$ cat config.mk
export PLATFORM = sky130hd
export DESIGN_NAME = cnn_layer_accel_job_sequencer_flat
export DESIGN_NICKNAME = d
export VERILOG_FILES = /design/src/rtl/cnn_layer_accel_job_sequencer_if.sv /design/src/rtl/cnn_layer_accel_job_sequencer.sv /design/src/flat_wrapper.sv
export SDC_FILE = /design/constraint.sdc
export NUM_CORES = 1
export LEC_CHECK = 0
export CAP_MARGIN = 0
export CORE_AREA = 2 2 214 216
export DETAILED_ROUTE_END_ITERATION = 10
export DIE_AREA = 0 0 216 218
export MAX_ROUTING_LAYER = met4
export PLACE_DENSITY = 0.57
export SLEW_MARGIN = 25
export SYNTH_ARGS = -nofsm -noshare
export SYNTH_HDL_FRONTEND = slang
export SYNTH_SLANG_ARGS = --single-unit
$ cat constraint.sdc
create_clock -name clk_if -period 5.27 [get_ports clk_if]
set_clock_uncertainty 0.1 [all_clocks]
set_input_delay 0.527 -clock clk_if [delete_from_list [all_inputs] [get_ports clk_if]]
set_output_delay 0.527 -clock clk_if [all_outputs]
set_load 0.02 [all_outputs]
$ cat src/rtl/cnn_layer_accel_job_sequencer_if.sv
// Host/quad/DMA handshake bundle for the job sequencer.
// master = sequencer side, slave = host/quad/DMA environment side.
interface cnn_layer_accel_job_sequencer_if #(
    parameter int C_CNT_WIDTH = 16
);
    logic                   desc_valid;
    logic                   desc_ready;
    logic [127:0]           desc_data;
    logic                   cfg_in_valid;
    logic                   cfg_in_ready;
    logic [127:0]           cfg_in_data;
    logic                   job_start;
    logic                   job_accept;
    logic [127:0]           job_parameters;
    logic [3:0]             config_valid;
    logic [3:0]             config_accept;
    logic [127:0]           config_data;
    logic                   job_fetch_request;
    logic                   job_fetch_ack;
    logic                   job_fetch_complete;
    logic                   dma_req;
    logic                   dma_ack;
    logic                   dma_done;
    logic                   job_complete;
    logic                   job_complete_ack;
    logic                   busy;
    logic                   done_pulse;
    logic [C_CNT_WIDTH-1:0] job_count;
    logic                   err_timeout;
    logic                   err_clear;

    modport master (
        input  desc_valid, desc_data, cfg_in_valid, cfg_in_data, job_accept, config_accept,
               job_fetch_request, dma_ack, dma_done, job_complete, err_clear,
        output desc_ready, cfg_in_ready, job_start, job_parameters, config_valid, config_data,
               job_fetch_ack, job_fetch_complete, dma_req, job_complete_ack, busy, done_pulse,
               job_count, err_timeout
    );

    modport slave (
        output desc_valid, desc_data, cfg_in_valid, cfg_in_data, job_accept, config_accept,
               job_fetch_request, dma_ack, dma_done, job_complete, err_clear,
        input  desc_ready, cfg_in_ready, job_start, job_parameters, config_valid, config_data,
               job_fetch_ack, job_fetch_complete, dma_req, job_complete_ack, busy, done_pulse,
               job_count, err_timeout
    );
endinterface

$ cat src/rtl/cnn_layer_accel_job_sequencer.sv
// Runs one quad job at a time: descriptor -> start -> config words -> fetch/DMA -> completion,
// with a per-phase watchdog that aborts to IDLE and raises a sticky error.
module cnn_layer_accel_job_sequencer #(
    parameter int C_NUM_CFG_WORDS  = 4,
    parameter int C_TIMEOUT_CYCLES = 65535,
    parameter int C_CNT_WIDTH      = 16
) (
    input logic                            clk_if,
    input logic                            rst,
    cnn_layer_accel_job_sequencer_if.master bus
);
    typedef enum logic [2:0] {
        IDLE, START, CONFIG, FETCH_WAIT, DMA_REQ, DMA_WAIT, RUN
    } state_t;

    localparam logic [1:0] LAST_IDX = 2'(C_NUM_CFG_WORDS - 1);

    state_t                 state, state_n;
    logic [1:0]             idx, idx_n;
    logic [C_CNT_WIDTH-1:0] wd;
    logic [C_CNT_WIDTH-1:0] job_count;
    logic [127:0]           job_parameters;
    logic                   err_timeout;
    logic                   fetch_ack_q, fetch_cmp_q, cmp_ack_q;
    logic                   fetch_ack_n, fetch_cmp_n, cmp_ack_n;
    logic                   latch, cnt_inc, timeout, desc_ready;

    // Hold off the next descriptor for the done_pulse cycle.
    assign desc_ready = (state == IDLE) && !cmp_ack_q;

    // Watchdog fires on the edge that would take the counter to the limit.
    assign timeout = (C_TIMEOUT_CYCLES != 0) && (state != IDLE) &&
                     (int'(wd) + 1 == C_TIMEOUT_CYCLES);

    always_comb begin
        state_n     = state;
        idx_n       = idx;
        fetch_ack_n = 1'b0;
        fetch_cmp_n = 1'b0;
        cmp_ack_n   = 1'b0;
        latch       = 1'b0;
        cnt_inc     = 1'b0;
        case (state)
            IDLE: if (bus.desc_valid && desc_ready) begin
                latch   = 1'b1;
                state_n = START;
            end
            START: if (bus.job_accept) begin
                idx_n   = '0;
                state_n = CONFIG;
            end
            CONFIG: if (bus.cfg_in_valid && bus.config_accept[idx]) begin
                if (idx == LAST_IDX) state_n = FETCH_WAIT;
                else                 idx_n   = idx + 2'd1;
            end
            FETCH_WAIT: if (bus.job_fetch_request) begin
                fetch_ack_n = 1'b1;
                state_n     = DMA_REQ;
            end
            DMA_REQ: if (bus.dma_ack) begin
                if (bus.dma_done) begin
                    fetch_cmp_n = 1'b1;
                    state_n     = RUN;
                end else begin
                    state_n     = DMA_WAIT;
                end
            end
            DMA_WAIT: if (bus.dma_done) begin
                fetch_cmp_n = 1'b1;
                state_n     = RUN;
            end
            RUN: if (bus.job_complete) begin
                cmp_ack_n = 1'b1;
                cnt_inc   = 1'b1;
                state_n   = IDLE;
            end
            default: state_n = IDLE;
        endcase
        if (timeout) begin
            state_n     = IDLE;
            fetch_ack_n = 1'b0;
            fetch_cmp_n = 1'b0;
            cmp_ack_n   = 1'b0;
            cnt_inc     = 1'b0;
        end
    end

    always_ff @(posedge clk_if or negedge rst) begin
        if (!rst) state <= IDLE;
        else      state <= state_n;
    end

    always_ff @(posedge clk_if or negedge rst) begin
        if (!rst) begin
            idx            <= '0;
            wd             <= '0;
            job_count      <= '0;
            job_parameters <= '0;
            err_timeout    <= 1'b0;
            fetch_ack_q    <= 1'b0;
            fetch_cmp_q    <= 1'b0;
            cmp_ack_q      <= 1'b0;
        end else begin
            idx         <= idx_n;
            wd          <= (state_n != state || state == IDLE) ? '0 : wd + 1'b1;
            fetch_ack_q <= fetch_ack_n;
            fetch_cmp_q <= fetch_cmp_n;
            cmp_ack_q   <= cmp_ack_n;
            if (latch)   job_parameters <= bus.desc_data;
            if (cnt_inc) job_count      <= job_count + 1'b1;
            if (timeout)            err_timeout <= 1'b1;
            else if (bus.err_clear) err_timeout <= 1'b0;
        end
    end

    assign bus.desc_ready         = desc_ready;
    assign bus.job_start          = (state == START);
    assign bus.job_parameters     = job_parameters;
    assign bus.config_valid       = (state == CONFIG && bus.cfg_in_valid) ? (4'b0001 << idx) : 4'b0000;
    assign bus.config_data        = (state == CONFIG) ? bus.cfg_in_data : '0;
    assign bus.cfg_in_ready       = (state == CONFIG) && bus.config_accept[idx];
    assign bus.job_fetch_ack      = fetch_ack_q;
    assign bus.dma_req            = (state == DMA_REQ);
    assign bus.job_fetch_complete = fetch_cmp_q;
    assign bus.job_complete_ack   = cmp_ack_q;
    assign bus.done_pulse         = cmp_ack_q;
    assign bus.busy               = (state != IDLE);
    assign bus.job_count          = job_count;
    assign bus.err_timeout        = err_timeout;
endmodule

$ cat src/flat_wrapper.sv
// flat-port wrapper written by rule: the top's interface ports become plain ports
module cnn_layer_accel_job_sequencer_flat 
#(
    parameter int C_NUM_CFG_WORDS  = 4,
    parameter int C_TIMEOUT_CYCLES = 65535,
    parameter int C_CNT_WIDTH      = 16
)
  (clk_if, rst, bus_desc_valid, bus_desc_data, bus_cfg_in_valid, bus_cfg_in_data, bus_job_accept, bus_config_accept, bus_job_fetch_request, bus_dma_ack, bus_dma_done, bus_job_complete, bus_err_clear, bus_desc_ready, bus_cfg_in_ready, bus_job_start, bus_job_parameters, bus_config_valid, bus_config_data, bus_job_fetch_ack, bus_job_fetch_complete, bus_dma_req, bus_job_complete_ack, bus_busy, bus_done_pulse, bus_job_count, bus_err_timeout);
  cnn_layer_accel_job_sequencer_if #(.C_CNT_WIDTH(C_CNT_WIDTH)) bus_i ();
  input logic clk_if;
  input logic rst;
  input wire logic [$bits(bus_i.desc_valid)-1:0] bus_desc_valid;
  input wire logic [$bits(bus_i.desc_data)-1:0] bus_desc_data;
  input wire logic [$bits(bus_i.cfg_in_valid)-1:0] bus_cfg_in_valid;
  input wire logic [$bits(bus_i.cfg_in_data)-1:0] bus_cfg_in_data;
  input wire logic [$bits(bus_i.job_accept)-1:0] bus_job_accept;
  input wire logic [$bits(bus_i.config_accept)-1:0] bus_config_accept;
  input wire logic [$bits(bus_i.job_fetch_request)-1:0] bus_job_fetch_request;
  input wire logic [$bits(bus_i.dma_ack)-1:0] bus_dma_ack;
  input wire logic [$bits(bus_i.dma_done)-1:0] bus_dma_done;
  input wire logic [$bits(bus_i.job_complete)-1:0] bus_job_complete;
  input wire logic [$bits(bus_i.err_clear)-1:0] bus_err_clear;
  output wire logic [$bits(bus_i.desc_ready)-1:0] bus_desc_ready;
  output wire logic [$bits(bus_i.cfg_in_ready)-1:0] bus_cfg_in_ready;
  output wire logic [$bits(bus_i.job_start)-1:0] bus_job_start;
  output wire logic [$bits(bus_i.job_parameters)-1:0] bus_job_parameters;
  output wire logic [$bits(bus_i.config_valid)-1:0] bus_config_valid;
  output wire logic [$bits(bus_i.config_data)-1:0] bus_config_data;
  output wire logic [$bits(bus_i.job_fetch_ack)-1:0] bus_job_fetch_ack;
  output wire logic [$bits(bus_i.job_fetch_complete)-1:0] bus_job_fetch_complete;
  output wire logic [$bits(bus_i.dma_req)-1:0] bus_dma_req;
  output wire logic [$bits(bus_i.job_complete_ack)-1:0] bus_job_complete_ack;
  output wire logic [$bits(bus_i.busy)-1:0] bus_busy;
  output wire logic [$bits(bus_i.done_pulse)-1:0] bus_done_pulse;
  output wire logic [$bits(bus_i.job_count)-1:0] bus_job_count;
  output wire logic [$bits(bus_i.err_timeout)-1:0] bus_err_timeout;
  assign bus_i.desc_valid = bus_desc_valid;
  assign bus_i.desc_data = bus_desc_data;
  assign bus_i.cfg_in_valid = bus_cfg_in_valid;
  assign bus_i.cfg_in_data = bus_cfg_in_data;
  assign bus_i.job_accept = bus_job_accept;
  assign bus_i.config_accept = bus_config_accept;
  assign bus_i.job_fetch_request = bus_job_fetch_request;
  assign bus_i.dma_ack = bus_dma_ack;
  assign bus_i.dma_done = bus_dma_done;
  assign bus_i.job_complete = bus_job_complete;
  assign bus_i.err_clear = bus_err_clear;
  assign bus_desc_ready = bus_i.desc_ready;
  assign bus_cfg_in_ready = bus_i.cfg_in_ready;
  assign bus_job_start = bus_i.job_start;
  assign bus_job_parameters = bus_i.job_parameters;
  assign bus_config_valid = bus_i.config_valid;
  assign bus_config_data = bus_i.config_data;
  assign bus_job_fetch_ack = bus_i.job_fetch_ack;
  assign bus_job_fetch_complete = bus_i.job_fetch_complete;
  assign bus_dma_req = bus_i.dma_req;
  assign bus_job_complete_ack = bus_i.job_complete_ack;
  assign bus_busy = bus_i.busy;
  assign bus_done_pulse = bus_i.done_pulse;
  assign bus_job_count = bus_i.job_count;
  assign bus_err_timeout = bus_i.err_timeout;
  cnn_layer_accel_job_sequencer #(.C_NUM_CFG_WORDS(C_NUM_CFG_WORDS), .C_TIMEOUT_CYCLES(C_TIMEOUT_CYCLES), .C_CNT_WIDTH(C_CNT_WIDTH)) u_core (.clk_if(clk_if), .rst(rst), .bus(bus_i));
endmodule
==> results of run 1 <==
[synthesized netlist by cell type, types with 2 or more instances]
master    instances
a21o_1            2
a21oi_1           3
and2_1          130
and3_1            9
and4b_1           2
buf_2             2
buf_4             3
clkbuf_1         30
dfrtp_1         169
ha_1              7
inv_1             8
mux2_2          129
mux2i_1           2
nand2_1          19
nand3_1           6
nand3b_1          3
nand4_1          10
nand4b_1          2
nor2_1           27
nor2b_1           4
nor3_1            7
nor3b_1           4
nor4_1            3
nor4_2            2
nor4b_1           3
nor4b_2           3
o21ai_0           3
xnor2_1          11
xor2_1           19
[registers in the layout (all words and copies together), names as in the netlist]
name / flops
u_core.state: 3
u_core.wd: 16
u_core.idx: 2
u_core.bus.job_fetch_complete: 1
u_core.bus.done_pulse: 1
u_core.bus.job_parameters: 128
u_core.bus.err_timeout: 1
u_core.bus.job_fetch_ack: 1
u_core.bus.job_count: 16
[cell families (layout without fill, tap and decap cells)]
family | count (synthesis) | after routing | synth area share, %
multiplexers | 133 | 133 | 19.3
buffers and inverters | 44 | 600 | 2.29
flip-flops | 169 | 169 | 54.2
XOR/XNOR | 30 | 30 | 3.37
other | 0 | 2 | 0
adder cells (fa/ha/maj) | 7 | 7 | 1.12
AND/OR/NAND/NOR | 240 | 240 | 18.8
AO/OA/AOI/OAI | 11 | 11 | 0.914
[report_power, final]
part / leakage [nW] / total, mW / internal, mW / switching (mW)
Sequential: 2.07 / 2.16 / 1.84 / 0.318
Combinational: 3.56 / 4.61 / 2.40 / 2.21
Clock: 0.296 / 1.32 / 0.721 / 0.601
[routing by layer]
layer	track usage, %	up-vias
li1	-	3223
met1	12.1	3199
met2	21.8	308
met3	4.03	31
met4	5.48	0
met5	-	-
[placed cells by master, fill, tap and decap left out, types with 4 or more instances in the layout]
| cell type | Yosys | routed |
|---|---|---|
| nand3_1 | 6 | 6 |
| nand2_1 | 19 | 19 |
| ha_1 | 7 | 7 |
| xnor2_1 | 11 | 11 |
| nor3b_1 | 4 | 4 |
| xor2_1 | 19 | 19 |
| nor3_1 | 7 | 7 |
| clkdlybuf4s50_1 | 0 | 554 |
| clkbuf_16 | 0 | 17 |
| inv_1 | 8 | 8 |
| inv_8 | 0 | 4 |
| and2_1 | 130 | 130 |
| nor2b_1 | 4 | 4 |
| nand4_1 | 10 | 10 |
| and3_1 | 9 | 9 |
| mux2_2 | 129 | 129 |
| dfrtp_1 | 169 | 169 |
| nor2_1 | 27 | 27 |
[critical path, delay by kind of cell (launching register included)]
family                 cells  cell delay [ns]
buffers and inverters      2             1.21
AND/OR/NAND/NOR            2             0.84
flip-flops                 1             0.57
[how the worst min path moves through the flow]
stage	from	to	slack, ns	cells after the start
after floorplan	rst	u_core.bus.done_pulse	0.13	0
after global placement	u_core.bus.job_count[15]	u_core.bus.job_count[15]	0.36	1
after detailed placement	u_core.bus.job_count[15]	u_core.bus.job_count[15]	0.37	1
after CTS	rst	u_core.bus.job_parameters[18]	0.06	1
after global routing	rst	u_core.bus.job_parameters[18]	0.05	1
final	rst	u_core.bus.job_parameters[57]	0.01	1
[layout make-up]
type | count | area (um2) | share of cell area [%]
repair buffers | 560 | 5620 | 38.4
flip-flops and latches | 169 | 4230 | 28.9
multi-input cells | 421 | 3400 | 23.2
well taps | 600 | 751 | 5.13
clock buffers | 18 | 429 | 2.93
clock inverters | 14 | 181 | 1.24
inverters | 8 | 30.0 | 0.205
diodes | 2 | 5.00 | 0.0342
[per-stage QoR]
stage	setup slack (ns)	utilization [%]	power (mW)	hold WS [ns]	instance area [um2]
after global routing	1.24	32.6	8.56	0.0544	14600
after floorplan	2.96	-	4.50	0.131	7800
final	1.54	32.6	8.09	0.0118	14600
after detailed placement	1.96	31.2	6.84	0.368	14000
after global placement	2.04	31.2	6.81	0.361	14000
after CTS	1.45	32.6	8.23	0.0594	14600
==> reports/results.ini, run 1 <==
[outcome]
outcome=completed

[job]
drv_cap=0

[detailed_routing]
antenna_left=0
route.detailed.drc=0
met3_length_um=2440
wl_met2_um=15100
wl_per_cell_um=16.0
met1_length_um=10300
vias=6761
vias_per_cell=3.77
maxUsedRoutingLayer=met4
dr.pass1.iters=4
drt_iter0_markers=183
wirelength_um=28700

[worst_hold_path]
worstHoldPathType=input port to async pin

[logic_synthesis]
synth-seq-cells=169
yosys.area.top_type=dfrtp_1
synth_top_area_share_pct=54.2
syn_nets=911
synth_area_um2=7800
synth_ff_type=dfrtp_1
async_flop_share_pct=100
syn_inst=634
synth_edf_count=0
ys_seq_area_share_pct=54.2
yosysWarnings=0
avgSynthCellArea_um2=12.3
synth_area_leaders=dfrtp_1 (54%), mux2_2 (19%), and2_1 (10%)
synth_cell_types=41

[timing]
tightest_slew_ns=0.969
min_period_ns=3.73
hold_viol_final=0
relSlewSlack_pct=35.4
finalSetupViolations=0
fin_crit_sh_pct=70.8
fin_setup_tns_ns=0
max_freq_ghz=0.268
slew_viol_final=0
rsz0062_at_grt=no

[cts]
insertion_delay_ns=0.45
post_cts_buffers=0
cts_htree_levels=4
root_buffer=clkbuf_16
clk_pin_slew_ns=0.08
cts_buffers=17
cts_sinks=169
clockBufferDepth=2
cts_tree=done
postCtsResizedCells=0
cts_hold_buf=0

[setup_path]
reg2reg_depth=7
crit_end=bus_cfg_in_ready
cp-start-kind=flip-flop
crit_start=u_core.state[1]
arrival_ns=3.11
crit_chain=nor3b_4, buf_4, and2_1, clkdlybuf4s50_1
reg2reg_to=u_core.wd[5]
max_stage_delay_ns=0.66
critPathCaptureType=output port
r2r-start=u_core.state[1]
cpMaxStageDelayCell=clkdlybuf4s50_1
r2r_setup_slack_ns=2.01
path_class=flip-flop to output port
worstPathRequired_ns=4.64
crit_fanout=71

[finish]
finalNetCount=1454
instances_no_fill=1792
syn_to_final_growth_pct=87.7
layout-drive-gt1-share_pct=14.7
fill_cells=4552

[global_routing]
grt_overflow=0
antenna_found_initial=2
grt_pass1_wl_um=42400
grt_pass1_vias=7043
grt_max_degree=129
grt_usage_pct=12.2

[floorplanning]
die_w_um=216
rows=78
dieHeight_um=218
die_area_um2=47100
io_pins=556
start_util_pct=17.4
fp.coreArea_um2=44900

[placed_design]
hpwl_um=22300
dp_cells=1758
io_buffers=555
place_congestion=0.843

[power_and_ir_drop]
p_leak_nw=5.93
ir_drop_uv=368
pwr_density_cell_nw_per_um2=552

Note: power is estimated with default switching activity, not from simulation.
==> inputs of run 2 (changes only) <==
--- a/config.mk
+++ b/config.mk
@@ -6,11 +6,11 @@
 export NUM_CORES = 1
 export LEC_CHECK = 0
 export CAP_MARGIN = 0
-export CORE_AREA = 2 2 214 216
+export CORE_AREA = 2 2 213 215
 export DETAILED_ROUTE_END_ITERATION = 10
-export DIE_AREA = 0 0 216 218
+export DIE_AREA = 0 0 215 217
 export MAX_ROUTING_LAYER = met4
-export PLACE_DENSITY = 0.57
+export PLACE_DENSITY = 0.59
 export SLEW_MARGIN = 25
 export SYNTH_ARGS = -nofsm -noshare
 export SYNTH_HDL_FRONTEND = slang
==> constraint.sdc (replaced) <==
create_clock -name clk_if -period 3.25 [get_ports clk_if]
set_clock_uncertainty 0.1 [all_clocks]
set_input_delay 0.325 -clock clk_if [delete_from_list [all_inputs] [get_ports clk_if]]
set_output_delay 0.325 -clock clk_if [all_outputs]
set_load 0.02 [all_outputs]
==> reports/results.ini, run 2 (synthesis results as in run 1) <==
[power_and_ir_drop]
ir_drop_uv=566  ; +54%
p_seq_share_pct=26.5  ; -0.2 points
sw_frac_of_total_pct=39.2  ; +0.48 points
p_leak_nw=5.96  ; +0.57%
totalPowerFinal_mw=13.2  ; +63%
power_frac_comb_pct=58.1  ; +1.1 points
p_sw_mw=5.16  ; +65%
pwr_density_cell_nw_per_um2=894  ; +62%
p_int_mw=8.01  ; +61%
p_clk_share_pct=15.4  ; -0.9 points

[timing]
hold_viol_final=0  ; unchanged
min_period_ns=2.87
finalSetupViolations=0  ; unchanged
relSlewSlack_pct=33.4  ; -2.0 points
slew_viol_final=0  ; unchanged
tightest_slew_ns=0.999  ; +0.0303 ns
max_freq_ghz=0.349
fin_setup_tns_ns=0  ; unchanged
rsz0062_at_grt=no
hold_ws_ns=0.281  ; +0.269 ns
fin_crit_sh_pct=88.2

[floorplanning]
rows=78  ; unchanged
dieHeight_um=217  ; -0.46%
start_util_pct=17.5  ; +0.076 points
fp.coreArea_um2=44700  ; -0.43%
die_area_um2=46700  ; -0.92%
io_pins=556  ; unchanged
die_w_um=215  ; -0.46%

[global_routing]
grt_overflow=0  ; unchanged
grt_pass1_vias=7285  ; +3.4%
antenna_found_initial=3  ; +1
grt_pass1_wl_um=43700  ; +2.9%
grt_max_degree=129  ; unchanged
grt_usage_pct=12.7  ; +0.47 points

[setup_path]
path_class=flip-flop to output port
worstPathRequired_ns=2.82  ; -1.82 ns
path_common_cell=buf_12
crit_fanout=57  ; -20%
max_stage_delay_ns=0.62  ; -0.04 ns
cpMaxStageDelayCell=clkdlybuf4s50_1
cp-start-kind=flip-flop
critPathCaptureType=output port
arrival_ns=2.44  ; -0.67 ns
crit_chain=nor3b_4, buf_12, buf_12, and2_1, clkdlybuf4s50_1

[cts]
cts_buffers=17  ; unchanged
clk_pin_slew_ns=0.08  ; about the same
cts_sinks=169  ; unchanged
insertion_delay_ns=0.45  ; about the same
root_buffer=clkbuf_16
cts_tree=done
cts_htree_levels=4  ; unchanged
clockBufferDepth=2  ; unchanged

[finish]
final_common_cell=clkdlybuf4s50_1
fill_cells=4571  ; +0.42%
syn_to_final_growth_pct=88.7
layout-drive-gt1-share_pct=15.2  ; +0.50 points
reg_top3=u_core.bus.job_parameters (128), u_core.bus.job_count (16), u_core.wd (16)
largest_register=u_core.bus.job_parameters
most-common-layout-cells=clkdlybuf4s50_1 (554), dfrtp_1 (169), and2_1 (130), mux2_2 (129), nor2_1 (27)
finalNetCount=1461  ; +0.48%
largest_register_ffs=128  ; unchanged

[placed_design]
hpwl_um=22500  ; +0.87%
io_buffers=555  ; unchanged
place_congestion=1.02  ; +21%

[detailed_routing]
dr.pass1.iters=4  ; unchanged
antenna_left=0  ; unchanged
drt_iter0_markers=188  ; +2.7%
route.detailed.drc=0  ; unchanged
wirelength_um=28800  ; +0.42%
vias_per_cell=3.82  ; +1.3%
wl_per_cell_um=16.0  ; about the same
vias=6877  ; +1.7%

[job]
drv_cap=0  ; unchanged

[worst_hold_path]
worstHoldPathType=input port to async pin

[outcome]
outcome=completed

[run 2: final timing paths]
| kind | start | end | slack, ns | depth (start not counted) |
|---|---|---|---|---|
| max reg2reg | u_core.wd[0] | u_core.wd[7] | 0.70 | 7 |
| max in group asynchronous | rst | u_core.wd[3] | 1.98 | 3 |
| min reg2reg | u_core.bus.job_count[15] | u_core.bus.job_count[15] | 0.37 | 1 |
| max | u_core.state[2] | bus_config_data[34] | 0.38 | 5 |
| min | rst | u_core.bus.job_parameters[77] | 0.28 | 2 |
| min in group clk_if | bus_err_clear | u_core.bus.err_timeout | 0.35 | 3 |
[run 2: per-stage QoR]
step,area [um2],setup WS (ns),cells,utilization [%]
final,14700,0.383,1800,32.9
after CTS,14700,0.0570,1796,32.9
after global placement,14100,0.548,1763,31.6
after detailed placement,14100,0.503,1763,31.6
after global routing,14700,0.223,1800,32.9
after floorplan,7800,1.10,634,-
[run 2: power by group through the flow]
stage | Combinational, mW | Clock [mW] | Sequential [mW]
final | 7.64 | 2.03 | 3.49
after global routing | 8.09 | 2.23 | 3.60
after CTS | 7.71 | 2.15 | 3.50
after detailed placement | 7.67 | 0 | 3.52
after global placement | 7.64 | 0 | 3.49
after floorplan | 2.82 | 0 | 4.48
[run 2: routing by layer]
metal,vias up,routed length [um],GRT usage (%)
met5,-,0,-
met4,0,582,4.28
met3,27,2700,5.10
met2,337,14700,21.8
met1,3274,10900,13.3
li1,3239,-,-
[run 2: what timing repair did]
action	in CTS	in global routing
resized for setup	0	0
hold endpoints to repair	49	0
hold buffers	1	0
setup buffers	0	1
setup endpoints to repair	0	91
[run 2: final cells by class]
type,instances,area (um2),area share [%]
Sequential cell,169,4230,28.7
Multi-Input combinational cell,421,3400,23.1
Tap cell,600,751,5.10
Clock inverter,15,155,1.05
Antenna cell,3,7.51,0.0510
Inverter,8,30.0,0.204
Clock buffer,17,425,2.89
Timing Repair Buffer,567,5720,38.9
[run 2: critical path, delay by kind of cell, from the launching register on]
| family | cells | cell delay, ns |
|---|---|---|
| buffers and inverters | 3 | 0.98 |
| flip-flops | 1 | 0.52 |
| AND/OR/NAND/NOR | 2 | 0.45 |
==> inputs of run 3 (changes only) <==
--- a/config.mk
+++ b/config.mk
@@ -5,12 +5,15 @@
 export SDC_FILE = /design/constraint.sdc
 export NUM_CORES = 1
 export LEC_CHECK = 0
+export ABC_AREA = 0
 export CAP_MARGIN = 0
-export CORE_AREA = 2 2 213 215
+export CELL_PAD_IN_SITES_DETAIL_PLACEMENT = 0
+export CELL_PAD_IN_SITES_GLOBAL_PLACEMENT = 1
+export CORE_AREA = 2 2 217 219
 export DETAILED_ROUTE_END_ITERATION = 10
-export DIE_AREA = 0 0 215 217
+export DIE_AREA = 0 0 219 221
 export MAX_ROUTING_LAYER = met4
-export PLACE_DENSITY = 0.59
+export PLACE_DENSITY = 0.71
 export SLEW_MARGIN = 25
 export SYNTH_ARGS = -nofsm -noshare
 export SYNTH_HDL_FRONTEND = slang
==> reports/results.ini, run 3 (synthesis results as in run 1) <==
[cts]
cts_buffers=17  ; unchanged
root_buffer=clkbuf_16
cts_tree=done
cts_sinks=169  ; unchanged
clockBufferDepth=2  ; unchanged
insertion_delay_ns=0.46  ; about the same
cts_htree_levels=4  ; unchanged
clk_pin_slew_ns=0.08  ; about the same
postCtsResizedCells=0  ; unchanged

[timing]
fin_crit_sh_pct=92.0  ; +3.8 points
finalSetupViolations=0  ; unchanged
min_period_ns=2.99  ; +0.123 ns
hold_viol_final=0  ; unchanged
fin_setup_tns_ns=0  ; unchanged
hold_ws_ns=0.329  ; +0.0482 ns
slew_viol_final=0  ; unchanged
max_freq_ghz=0.334  ; -4.1%
relSlewSlack_pct=38.5  ; +5.1 points
rsz0062_at_grt=no
tightest_slew_ns=0.923  ; -0.0767 ns

[finish]
syn_to_final_growth_pct=89.2
largest_register=u_core.bus.job_parameters
final_common_cell=clkdlybuf4s50_1
reg_top3=u_core.bus.job_parameters (128), u_core.bus.job_count (16), u_core.wd (16)
layout-drive-gt1-share_pct=15.8  ; +0.58 points
finalNetCount=1468  ; +0.48%
fill_cells=4718  ; +3.2%
most-common-layout-cells=clkdlybuf4s50_1 (553), dfrtp_1 (169), and2_1 (130), mux2_2 (129), nor2_1 (27)
finish.instance_area_um2=14800  ; +0.25%
largest_register_ffs=128  ; unchanged

[floorplanning]
die_w_um=219  ; +1.9%
die_area_um2=48400  ; +3.7%
rows=79  ; +1.3%
start_util_pct=16.9  ; -0.52 points
fp.coreArea_um2=46100  ; +3.1%
io_pins=556  ; unchanged
dieHeight_um=221  ; +1.8%

[power_and_ir_drop]
pwr_density_cell_nw_per_um2=892  ; -0.27%
power_frac_comb_pct=57.6  ; -0.5 points
p_int_mw=7.99  ; -0.17%
ir_drop_uv=689  ; +22%
p_sw_mw=5.17  ; +0.21%
p_leak_nw=5.99  ; +0.54%
p_clk_share_pct=15.8  ; +0.4 points
p_seq_share_pct=26.6  ; about the same
totalPowerFinal_mw=13.2  ; about the same
sw_frac_of_total_pct=39.3  ; +0.092 points

[detailed_routing]
wirelength_um=28700  ; -0.28%
drt_iter0_markers=180  ; -4.3%
antenna_left=0  ; unchanged
route.detailed.drc=0  ; unchanged
vias_per_cell=3.80  ; -0.49%
vias=6889  ; +0.17%
wl_per_cell_um=15.9  ; -0.94%
dr.pass1.iters=4  ; unchanged

[global_routing]
antenna_found_initial=1  ; -2
grt_pass1_vias=7217  ; -0.93%
grt_pass1_wl_um=42100  ; -3.5%
grt_overflow=0  ; unchanged
grt_max_degree=129  ; unchanged
grt_usage_pct=11.9  ; -0.81 points

[setup_path]
reg2reg_depth=6  ; -1
crit_fanout=38  ; -33%
arrival_ns=2.57  ; +0.13 ns
cp-start-kind=flip-flop
path_class=flip-flop to output port
worstPathRequired_ns=2.82  ; about the same
critPathCaptureType=output port

[outcome]
outcome=completed

[worst_hold_path]
worstHoldPathType=input port to flip-flop
hold_depth=3

[placed_design]
place_congestion=0.802  ; -21%
io_buffers=555  ; unchanged
dpl_cell_area_um2=14100  ; +0.13%
hpwl_um=22400  ; -0.18%

[job]
drv_cap=0  ; unchanged

## run 3: cell types whose count changed in the layout (fill, tap and decap cells not counted), moves of 2 or more
| cell | previous run | this run |
|---|---|---|
| diode_2 | 3 | 1 |
| buf_12 | 6 | 3 |
| clkinv_8 | 3 | 5 |
| buf_4 | 5 | 16 |
## run 3: path summary, 6_finish.rpt
path                                     startpoint                            end  slack [ns]
hold / removal                        bus_err_clear         u_core.bus.err_timeout        0.33
hold reg to reg            u_core.bus.job_count[15]       u_core.bus.job_count[15]        0.37
max in group asynchronous                       rst  u_core.bus.job_parameters[60]        1.74
setup / recovery                    u_core.state[1]            bus_config_data[94]        0.26
min in group asynchronous                       rst  u_core.bus.job_parameters[17]        0.36
setup reg to reg                    u_core.state[0]                  u_core.wd[15]        0.66
## run 3: routing by layer
layer,share of wire [%],vias to the layer above,track usage (%)
met3,9.5,25,4.44
met5,0,-,-
met4,1.7,0,3.64
met2,54,326,21.8
li1,-,3257,-
met1,35,3281,11.4
## run 3: timing repair
| action | CTS | global route |
|---|---|---|
| endpoints found under the hold margin | 78 | 0 |
| hold buffers | 1 | 0 |
| setup endpoints to repair | 0 | 75 |
| buffers inserted | 0 | 3 |
## run 3: worst max-delay path: stages, from the launching register on
cell	delay (ns)
dfrtp_1	0.56
nor3b_4	0.39
buf_4	0.19
buf_12	0.15
and2_1	0.18
clkdlybuf4s50_1	0.62
## run 3: layout make-up
type	instances	area, um2	share of cell area (%)
timing repair buffer	574	5740	38.9
sequential	169	4230	28.7
multi-input combinational	421	3400	23.0
tap	607	759	5.15
clock buffer	17	425	2.88
clock inverter	15	175	1.19
inverter	8	30.0	0.203
antenna	1	2.50	0.0170
## run 3: per-stage QoR
stage	worst slack [ns]	utilization [%]	std cells
2_1_floorplan	1.10	-	634
5_1_grt	0.108	32.0	1812
4_1_cts	0.0756	32.0	1808
6_report	0.259	32.0	1812
3_5_place_dp	0.522	30.7	1775
3_3_place_gp	0.548	30.7	1775
## run 3: power groups by stage
stage	Combinational [mW]	Sequential [mW]	Clock, mW
3_3_place_gp	7.62	3.49	0
4_1_cts	7.66	3.51	2.19
3_5_place_dp	7.63	3.53	0
6_report	7.58	3.50	2.08
5_1_grt	8.02	3.62	2.27
2_1_floorplan	2.82	4.48	0
